===== config.mk =====
export PLATFORM = sky130hd
export DESIGN_NAME = mod_det_seq
export DESIGN_NICKNAME = d
export VERILOG_FILES = /design/src/rtl/mod_det_seq.sv
export SDC_FILE = /design/constraint.sdc
export NUM_CORES = 1
export LEC_CHECK = 0
export BUFFER_PORTS_ARGS = -buffer_cell sky130_fd_sc_hd__buf_2
export CORE_UTILIZATION = 60
export DETAILED_ROUTE_END_ITERATION = 8
export PLACE_DENSITY_LB_ADDON = 0.12
export SLEW_MARGIN = 20
export SYNTH_ARGS = -nofsm -noshare
export SYNTH_HDL_FRONTEND = slang
export SYNTH_SLANG_ARGS = --single-unit

===== constraint.sdc =====
create_clock -name clk -period 12.1 [get_ports clk]
set_input_delay 1.21 -clock clk [delete_from_list [all_inputs] [get_ports clk]]
set_output_delay 1.21 -clock clk [all_outputs]
set_load 0.02 [all_outputs]

===== src/rtl/mod_det_seq.sv =====
// mod_det_seq: sequential determinant unit for 3x3 or 2x2 signed matrices.
// A single shared multiplier is used once per compute cycle. Minors are
// built in two cycles and then folded into the accumulator by a cofactor cycle.
//
// Ports:
//   clk        - rising-edge clock
//   reset_n    - asynchronous active-low reset
//   start      - request pulse, accepted in IDLE or DONE
//   mode       - 0 = 3x3 determinant, 1 = 2x2 determinant ([a b; c d])
//   a .. i     - row-major matrix elements, WIDTH-bit two's complement
//   busy       - high while MINOR_P / MINOR_Q / COF are active
//   done       - one-cycle pulse, result valid in that cycle
//   resultado  - low WIDTH bits of the full-precision determinant
//   overflow   - determinant does not fit in signed WIDTH bits
module mod_det_seq #(
  parameter int WIDTH = 8
) (
  input  logic             clk,
  input  logic             reset_n,
  input  logic             start,
  input  logic             mode,
  input  logic [WIDTH-1:0] a,
  input  logic [WIDTH-1:0] b,
  input  logic [WIDTH-1:0] c,
  input  logic [WIDTH-1:0] d,
  input  logic [WIDTH-1:0] e,
  input  logic [WIDTH-1:0] f,
  input  logic [WIDTH-1:0] g,
  input  logic [WIDTH-1:0] h,
  input  logic [WIDTH-1:0] i,
  output logic             busy,
  output logic             done,
  output logic [WIDTH-1:0] resultado,
  output logic             overflow
);

  localparam int AW = 3*WIDTH + 2;  // accumulator / minor width
  localparam int PW = 3*WIDTH + 1;  // full product width
  localparam int MW = 2*WIDTH + 1;  // minor operand width fed to the multiplier

  typedef enum logic [2:0] {
    IDLE    = 3'd0,
    MINOR_P = 3'd1,
    MINOR_Q = 3'd2,
    COF     = 3'd3,
    DONE    = 3'd4
  } state_t;

  // 1 when the value lies outside the signed WIDTH-bit range, i.e. the bits
  // above the result sign bit are not all copies of it.
  function automatic logic out_of_range(input logic [AW-1:0] v);
    logic [AW-WIDTH:0] top;
    top = v[AW-1:WIDTH-1];
    if ((top == {(AW-WIDTH+1){1'b0}}) || (top == {(AW-WIDTH+1){1'b1}})) begin
      return 1'b0;
    end else begin
      return 1'b1;
    end
  endfunction

  state_t           state_q, state_d;
  logic [1:0]       k_q, k_d;
  logic             mode_q, mode_d;
  logic [WIDTH-1:0] op_q [9];
  logic [WIDTH-1:0] op_d [9];
  logic [AW-1:0]    acc_q, acc_d;
  logic [AW-1:0]    minor_q, minor_d;
  logic             busy_q, busy_d;
  logic             done_q, done_d;
  logic [WIDTH-1:0] res_q, res_d;
  logic             ovf_q, ovf_d;

  logic [WIDTH-1:0] mul_a_s;
  logic [WIDTH-1:0] elem_b_s;
  logic             use_minor_s;
  logic [MW-1:0]    mul_b_s;
  logic [PW-1:0]    mul_a_ext_s;
  logic [PW-1:0]    mul_b_ext_s;
  logic [PW-1:0]    prod_s;
  logic [AW-1:0]    prod_ext_s;
  logic [AW-1:0]    final_s;
  logic             accept_s;

  // Multiplier operand selection; op index 0..8 = a..i.
  always_comb begin
    mul_a_s     = '0;
    elem_b_s    = '0;
    use_minor_s = 1'b0;
    case (state_q)
      MINOR_P: begin
        if (mode_q) begin
          mul_a_s = op_q[0]; elem_b_s = op_q[3];
        end else begin
          case (k_q)
            2'd0:    begin mul_a_s = op_q[4]; elem_b_s = op_q[8]; end
            2'd1:    begin mul_a_s = op_q[3]; elem_b_s = op_q[8]; end
            2'd2:    begin mul_a_s = op_q[3]; elem_b_s = op_q[7]; end
            default: begin mul_a_s = '0;      elem_b_s = '0;      end
          endcase
        end
      end
      MINOR_Q: begin
        if (mode_q) begin
          mul_a_s = op_q[1]; elem_b_s = op_q[2];
        end else begin
          case (k_q)
            2'd0:    begin mul_a_s = op_q[5]; elem_b_s = op_q[7]; end
            2'd1:    begin mul_a_s = op_q[5]; elem_b_s = op_q[6]; end
            2'd2:    begin mul_a_s = op_q[4]; elem_b_s = op_q[6]; end
            default: begin mul_a_s = '0;      elem_b_s = '0;      end
          endcase
        end
      end
      COF: begin
        use_minor_s = 1'b1;
        case (k_q)
          2'd0:    mul_a_s = op_q[0];
          2'd1:    mul_a_s = op_q[1];
          2'd2:    mul_a_s = op_q[2];
          default: mul_a_s = '0;
        endcase
      end
      default: begin
        mul_a_s = '0;
      end
    endcase
  end

  // Shared signed WIDTH x (2*WIDTH+1) multiplier; both sides sign-extended to
  // the product width so the low PW bits are the exact signed product.
  always_comb begin
    mul_b_s     = use_minor_s ? minor_q[MW-1:0]
                              : {{(WIDTH+1){elem_b_s[WIDTH-1]}}, elem_b_s};
    mul_a_ext_s = {{MW{mul_a_s[WIDTH-1]}}, mul_a_s};
    mul_b_ext_s = {{WIDTH{mul_b_s[MW-1]}}, mul_b_s};
    prod_s      = mul_a_ext_s * mul_b_ext_s;
    prod_ext_s  = {prod_s[PW-1], prod_s};
  end

  // Next-state, datapath and registered-output computation.
  always_comb begin
    state_d  = state_q;
    k_d      = k_q;
    mode_d   = mode_q;
    op_d     = op_q;
    acc_d    = acc_q;
    minor_d  = minor_q;
    res_d    = res_q;
    ovf_d    = ovf_q;
    final_s  = acc_q;
    accept_s = start && ((state_q == IDLE) || (state_q == DONE));
    case (state_q)
      IDLE, DONE: begin
        if (accept_s) begin
          op_d    = '{a, b, c, d, e, f, g, h, i};
          mode_d  = mode;
          acc_d   = '0;
          k_d     = 2'd0;
          state_d = MINOR_P;
        end else begin
          state_d = IDLE;
        end
      end
      MINOR_P: begin
        minor_d = prod_ext_s;
        state_d = MINOR_Q;
      end
      MINOR_Q: begin
        minor_d = minor_q - prod_ext_s;
        if (mode_q) begin
          // 2x2: the single minor is the determinant itself.
          final_s = minor_q - prod_ext_s;
          acc_d   = final_s;
          res_d   = final_s[WIDTH-1:0];
          ovf_d   = out_of_range(final_s);
          state_d = DONE;
        end else begin
          state_d = COF;
        end
      end
      COF: begin
        // Middle cofactor carries the negative sign.
        if (k_q == 2'd1) begin
          final_s = acc_q - prod_ext_s;
        end else begin
          final_s = acc_q + prod_ext_s;
        end
        acc_d = final_s;
        if (k_q == 2'd2) begin
          res_d   = final_s[WIDTH-1:0];
          ovf_d   = out_of_range(final_s);
          state_d = DONE;
        end else begin
          k_d     = k_q + 2'd1;
          state_d = MINOR_P;
        end
      end
      default: begin
        state_d = IDLE;
      end
    endcase
    busy_d = (state_d == MINOR_P) || (state_d == MINOR_Q) || (state_d == COF);
    done_d = (state_d == DONE);
  end

  // State and output registers with asynchronous clear.
  always_ff @(posedge clk or negedge reset_n) begin
    if (!reset_n) begin
      state_q <= IDLE;
      k_q     <= 2'd0;
      mode_q  <= 1'b0;
      for (int n = 0; n < 9; n++) begin
        op_q[n] <= '0;
      end
      acc_q   <= '0;
      minor_q <= '0;
      busy_q  <= 1'b0;
      done_q  <= 1'b0;
      res_q   <= '0;
      ovf_q   <= 1'b0;
    end else begin
      state_q <= state_d;
      k_q     <= k_d;
      mode_q  <= mode_d;
      op_q    <= op_d;
      acc_q   <= acc_d;
      minor_q <= minor_d;
      busy_q  <= busy_d;
      done_q  <= done_d;
      res_q   <= res_d;
      ovf_q   <= ovf_d;
    end
  end

  assign busy      = busy_q;
  assign done      = done_q;
  assign resultado = res_q;
  assign overflow  = ovf_q;

endmodule

==> qor_table.md <==
| Step | Parameter | Reported |
|:---|:---|:---|
| outcome | Run status | finished, final reports clean |
| finish | Register Area | 3528 sq um |
| global route | All-Layer GR Usage | 34.10% |
| placed design | Sum of net half-perimeters after detailed placement | 32.73 mm |
| sta | Share of the clock period used by the worst path | 89.31% |
| finish | Share of post-route cells with drive strength above 1 | 9.726% |
| die | Floorplan Core Area | 24390 sq um |
| cts | TritonCTS buffer count | 17 |
| min path | Hold/Removal Path Class | flop to flop |
| die | Floorplan die area | 25560 sq um |
| sta | RSZ-0062 raised after global routing | no |
| cts | Number of buffers inserted to repair setup after CTS | 0 |
| global route | Number of global-route vias before repair | 13289 |
| cts | H-tree depth | 4 |
| die | Placement row count | 57 |
| min path | Worst hold path cell count | 2 |
| cts | Clock Pin Slew Worst Setup and Hold Paths | 0.07 ns |
| run | Max-Cap Viols | 0 |
| synthesis | Number of nets produced by synthesis | 2157 |
| critical path | CP Capture Type | flop |
| critical path | Bufs and invs on worst path | 5 |
| finish | Area growth syn-to-layout | 9.244% |
| critical path | WS Path Type | flop to flop |
| critical path | Master of the slowest instance on the critical path | sky130_fd_sc_hd__o31ai_1 |
| synthesis | Number of library cell types mapped by synthesis | 72 |
| critical path | Critical-path maximum fanout | 17 |
| die | Die span in x | 159.9 um |
| sta | Post-layout min period | 10.81 ns |
| finish | Total number of nets in the final design | 2210 |
| critical path | Required time at the worst-slack endpoint | 12.40 ns |
| synthesis | EDFF count, synth | 0 |
| detailed routing | Post-DRT Antenna Nets | 0 |
| placed design | Placer congestion estimate | 0.9854 |
| synthesis | Proportion of netlist area held by the largest area contributor | 23.59% |
| synthesis | Post-synth top area cell | sky130_fd_sc_hd__dfrtp_1 |
| die | Initial Util | 61.32% |
| synthesis | Per-instance average area after synthesis | 8.011 sq um |
| critical path | CP top delay family | compound AO/OA/AOI/OAI gates |
| synthesis | Post-synth design cell area | 14960 sq um |
| critical path | Beginning of the worst register-to-register path | k_q[0] |
| global route | Pin count of the biggest net entering global routing | 77 |
| placed design | Port Buf Inserts | 86 |
| critical path | Flop2flop setup slack | 1.29 ns |
| detailed routing | DRC violations left | 0 |
| finish | Area used by multi-input combinational logic | 10420 sq um |
| cts | Clock tree from TritonCTS | built |
| cts | Worst-Skew Late Latency | 0.44 ns |
| detailed routing | Total vias in the final route | 13763 |
| sta | Final number of hold-violating endpoints | 0 |
| sta | Total count of max-transition violations in the final report | 0 |
| cts | Quantity of gates resized following cts | 0 |
| synthesis | Seq/Total Area, Yosys | 23.59% |
| critical path | Setup crit start kind | flop |
| sta | Total of endpoints with negative setup slack in the final report | 0 |
| synthesis | Synth top area cells | sky130_fd_sc_hd__dfrtp_1 (24%), sky130_fd_sc_hd__fa_1 (15%), sky130_fd_sc_hd__nand2_1 (8.7%) |
| detailed routing | Detail-routed via count per cell | 6.098 |
| critical path | Worst path max stage delay | 0.63 ns |
| detailed routing | Wire per inst | 18.78 um |
| sta | Worst clock skew on the final layout | 0.01601 ns |
| critical path | Critical path depth | 38 |
| synthesis | Leading cell types by count after synthesis | sky130_fd_sc_hd__nand2_1 (345), sky130_fd_sc_hd__nor2_1 (201), sky130_fd_sc_hd__inv_1 (190) |
| die | Number of I/O pins | 87 |
| cts | Clock tree sinks | 141 |
| cts | Root cell of the clock tree | sky130_fd_sc_hd__clkbuf_16 |
| global route | Total congestion overflow | 0 |
| cts | Hold-fix buffer count after cts | 0 |
| sta | Worst rel slew slack | 27.35% |
| min path | Worst hold start | resultado[7] |
| synthesis | Syn Inst Count | 1867 |
| placed design | Number of placed instances, taps included | 2225 |
| cts | Maximum clock insertion buffer count | 2 |
| synthesis | Share of flip-flops with an asynchronous set or reset after synthesis | 100.0% |
| synthesis | Leading register cell type out of synthesis | sky130_fd_sc_hd__dfrtp_1 |
| sta | Setup total negative slack | 0 ns |
| finish | Antenna Diode Count | 0 |
| min path | Endpoint, Worst Hold | resultado[7] |
| synthesis | Warning count from the yosys run | 0 |
| detailed routing | First-pass iteration count of the detailed router | 6 |
| detailed routing | Detailed Route WL | 42.38 mm |
| critical path | Data arrival time at the worst-slack endpoint | 11.11 ns |
| finish | Filler instances | 2164 |
| sta | Transition time at the pin with the least slew margin | 1.082 ns |
| die | Height of the chip | 159.9 um |
| critical path | Reg2Reg Capture Point | overflow |
| synthesis | Most frequent cell after synthesis | sky130_fd_sc_hd__nand2_1 |
| global route | Number of antenna violations at the first check in global routing | 0 |
| global route | First-pass GRT wire length | 69.39 mm |
| finish | Non-Filler Instances | 2257 |
| synthesis | Synth Register Bits | 141 |
| critical path | Reg2reg path depth | 38 |
| detailed routing | Starting DRT DRC Count | 1343 |
| sta | Peak Freq | 92.53 MHz |
==> cells by family after synthesis <==
family	share of synthesized area (%)
AO/OA/AOI/OAI	19.56
XOR/XNOR	5.095
adder cells (fa/ha/maj)	23.52
buffers and inverters	6.952
flip-flops	23.59
multiplexers	0.3513
AND/OR/NAND/NOR	20.93
==> how the worst max path moves through the flow <==
stage / from / endpoint / slack [ns]
after floorplan: k_q[0] / overflow / 2.43
after global placement: k_q[0] / overflow / 1.61
after detailed placement: k_q[0] / overflow / 1.48
after CTS: k_q[0] / overflow / 1.41
after global routing: k_q[0] / overflow / 0.45
final: k_q[0] / overflow / 1.29
==> layer usage <==
metal	vias to the layer above	part of all wire [%]	global-route usage, %
met3	129	6.5	3.766
met5	-	0	0
met2	638	46	54.49
met4	0	4.6	15.67
li1	6434	-	-
met1	6562	43	46.85
==> area by class of cell <==
cell class                 count  share of cell area (%)
inverter                     190                   4.365
timing repair buffer         117                   4.097
clock inverter                15                   1.072
tap                          324                   2.481
clock buffer                  17                   2.604
multi-input combinational   1453                   63.79
sequential                   141                   21.59
==> registers in the layout, summed over array words and instances, names as in the netlist <==
| signal | cells |
|---|---|
| done | 1 |
| busy | 1 |
| overflow | 1 |
| state_q | 3 |
| resultado | 8 |
| op_q | 72 |
| acc_q | 26 |
| minor_q | 26 |
| k_q | 2 |
| mode_q | 1 |
==> through the flow <==
| step | hold slack [ns] | instance area, sq um | util, % | worst slack (ns) |
|---|---|---|---|---|
| final | 0.4740 | 16340 | 66.99 | 1.293 |
| after global routing | 0.4958 | 16340 | 66.99 | 0.4474 |
| after CTS | 0.4775 | 16340 | 66.99 | 1.415 |
| after detailed placement | 0.4590 | 15740 | 64.53 | 1.481 |
| after global placement | 0.4484 | 15740 | 64.53 | 1.613 |
| after floorplan | 0.4415 | 14960 | - | 2.431 |
==> worst reg2reg max path, delay by kind of cell, from the launching register on <==
| kind | cells | cell delay [ns] |
|---|---|---|
| AO/OA/AOI/OAI | 11 | 3.37 |
| XOR/XNOR | 2 | 0.79 |
| adder cells (fa/ha/maj) | 7 | 2.87 |
| buffers and inverters | 5 | 0.40 |
| flip-flops | 1 | 0.44 |
| multiplexers | 2 | 0.47 |
| AND/OR/NAND/NOR | 11 | 2.31 |
==> cell usage in the layout (no fill, tap or decap), types with 22 or more instances in the layout <==
| master | instances |
|---|---|
| sky130_fd_sc_hd__buf_4 | 31 |
| sky130_fd_sc_hd__a21o_1 | 26 |
| sky130_fd_sc_hd__xor2_1 | 34 |
| sky130_fd_sc_hd__nand3_1 | 22 |
| sky130_fd_sc_hd__buf_2 | 85 |
| sky130_fd_sc_hd__nor2_1 | 200 |
| sky130_fd_sc_hd__a21oi_1 | 99 |
| sky130_fd_sc_hd__a22oi_1 | 49 |
| sky130_fd_sc_hd__inv_1 | 190 |
| sky130_fd_sc_hd__dfrtp_1 | 141 |
| sky130_fd_sc_hd__fa_1 | 112 |
| sky130_fd_sc_hd__ha_1 | 102 |
| sky130_fd_sc_hd__nand2_1 | 344 |
| sky130_fd_sc_hd__o21ai_0 | 79 |
| sky130_fd_sc_hd__xnor2_1 | 53 |
Power is left out: the tool's default activity adds up to more than one toggle a clock period on the data nets, which glitch-free logic cannot reach.
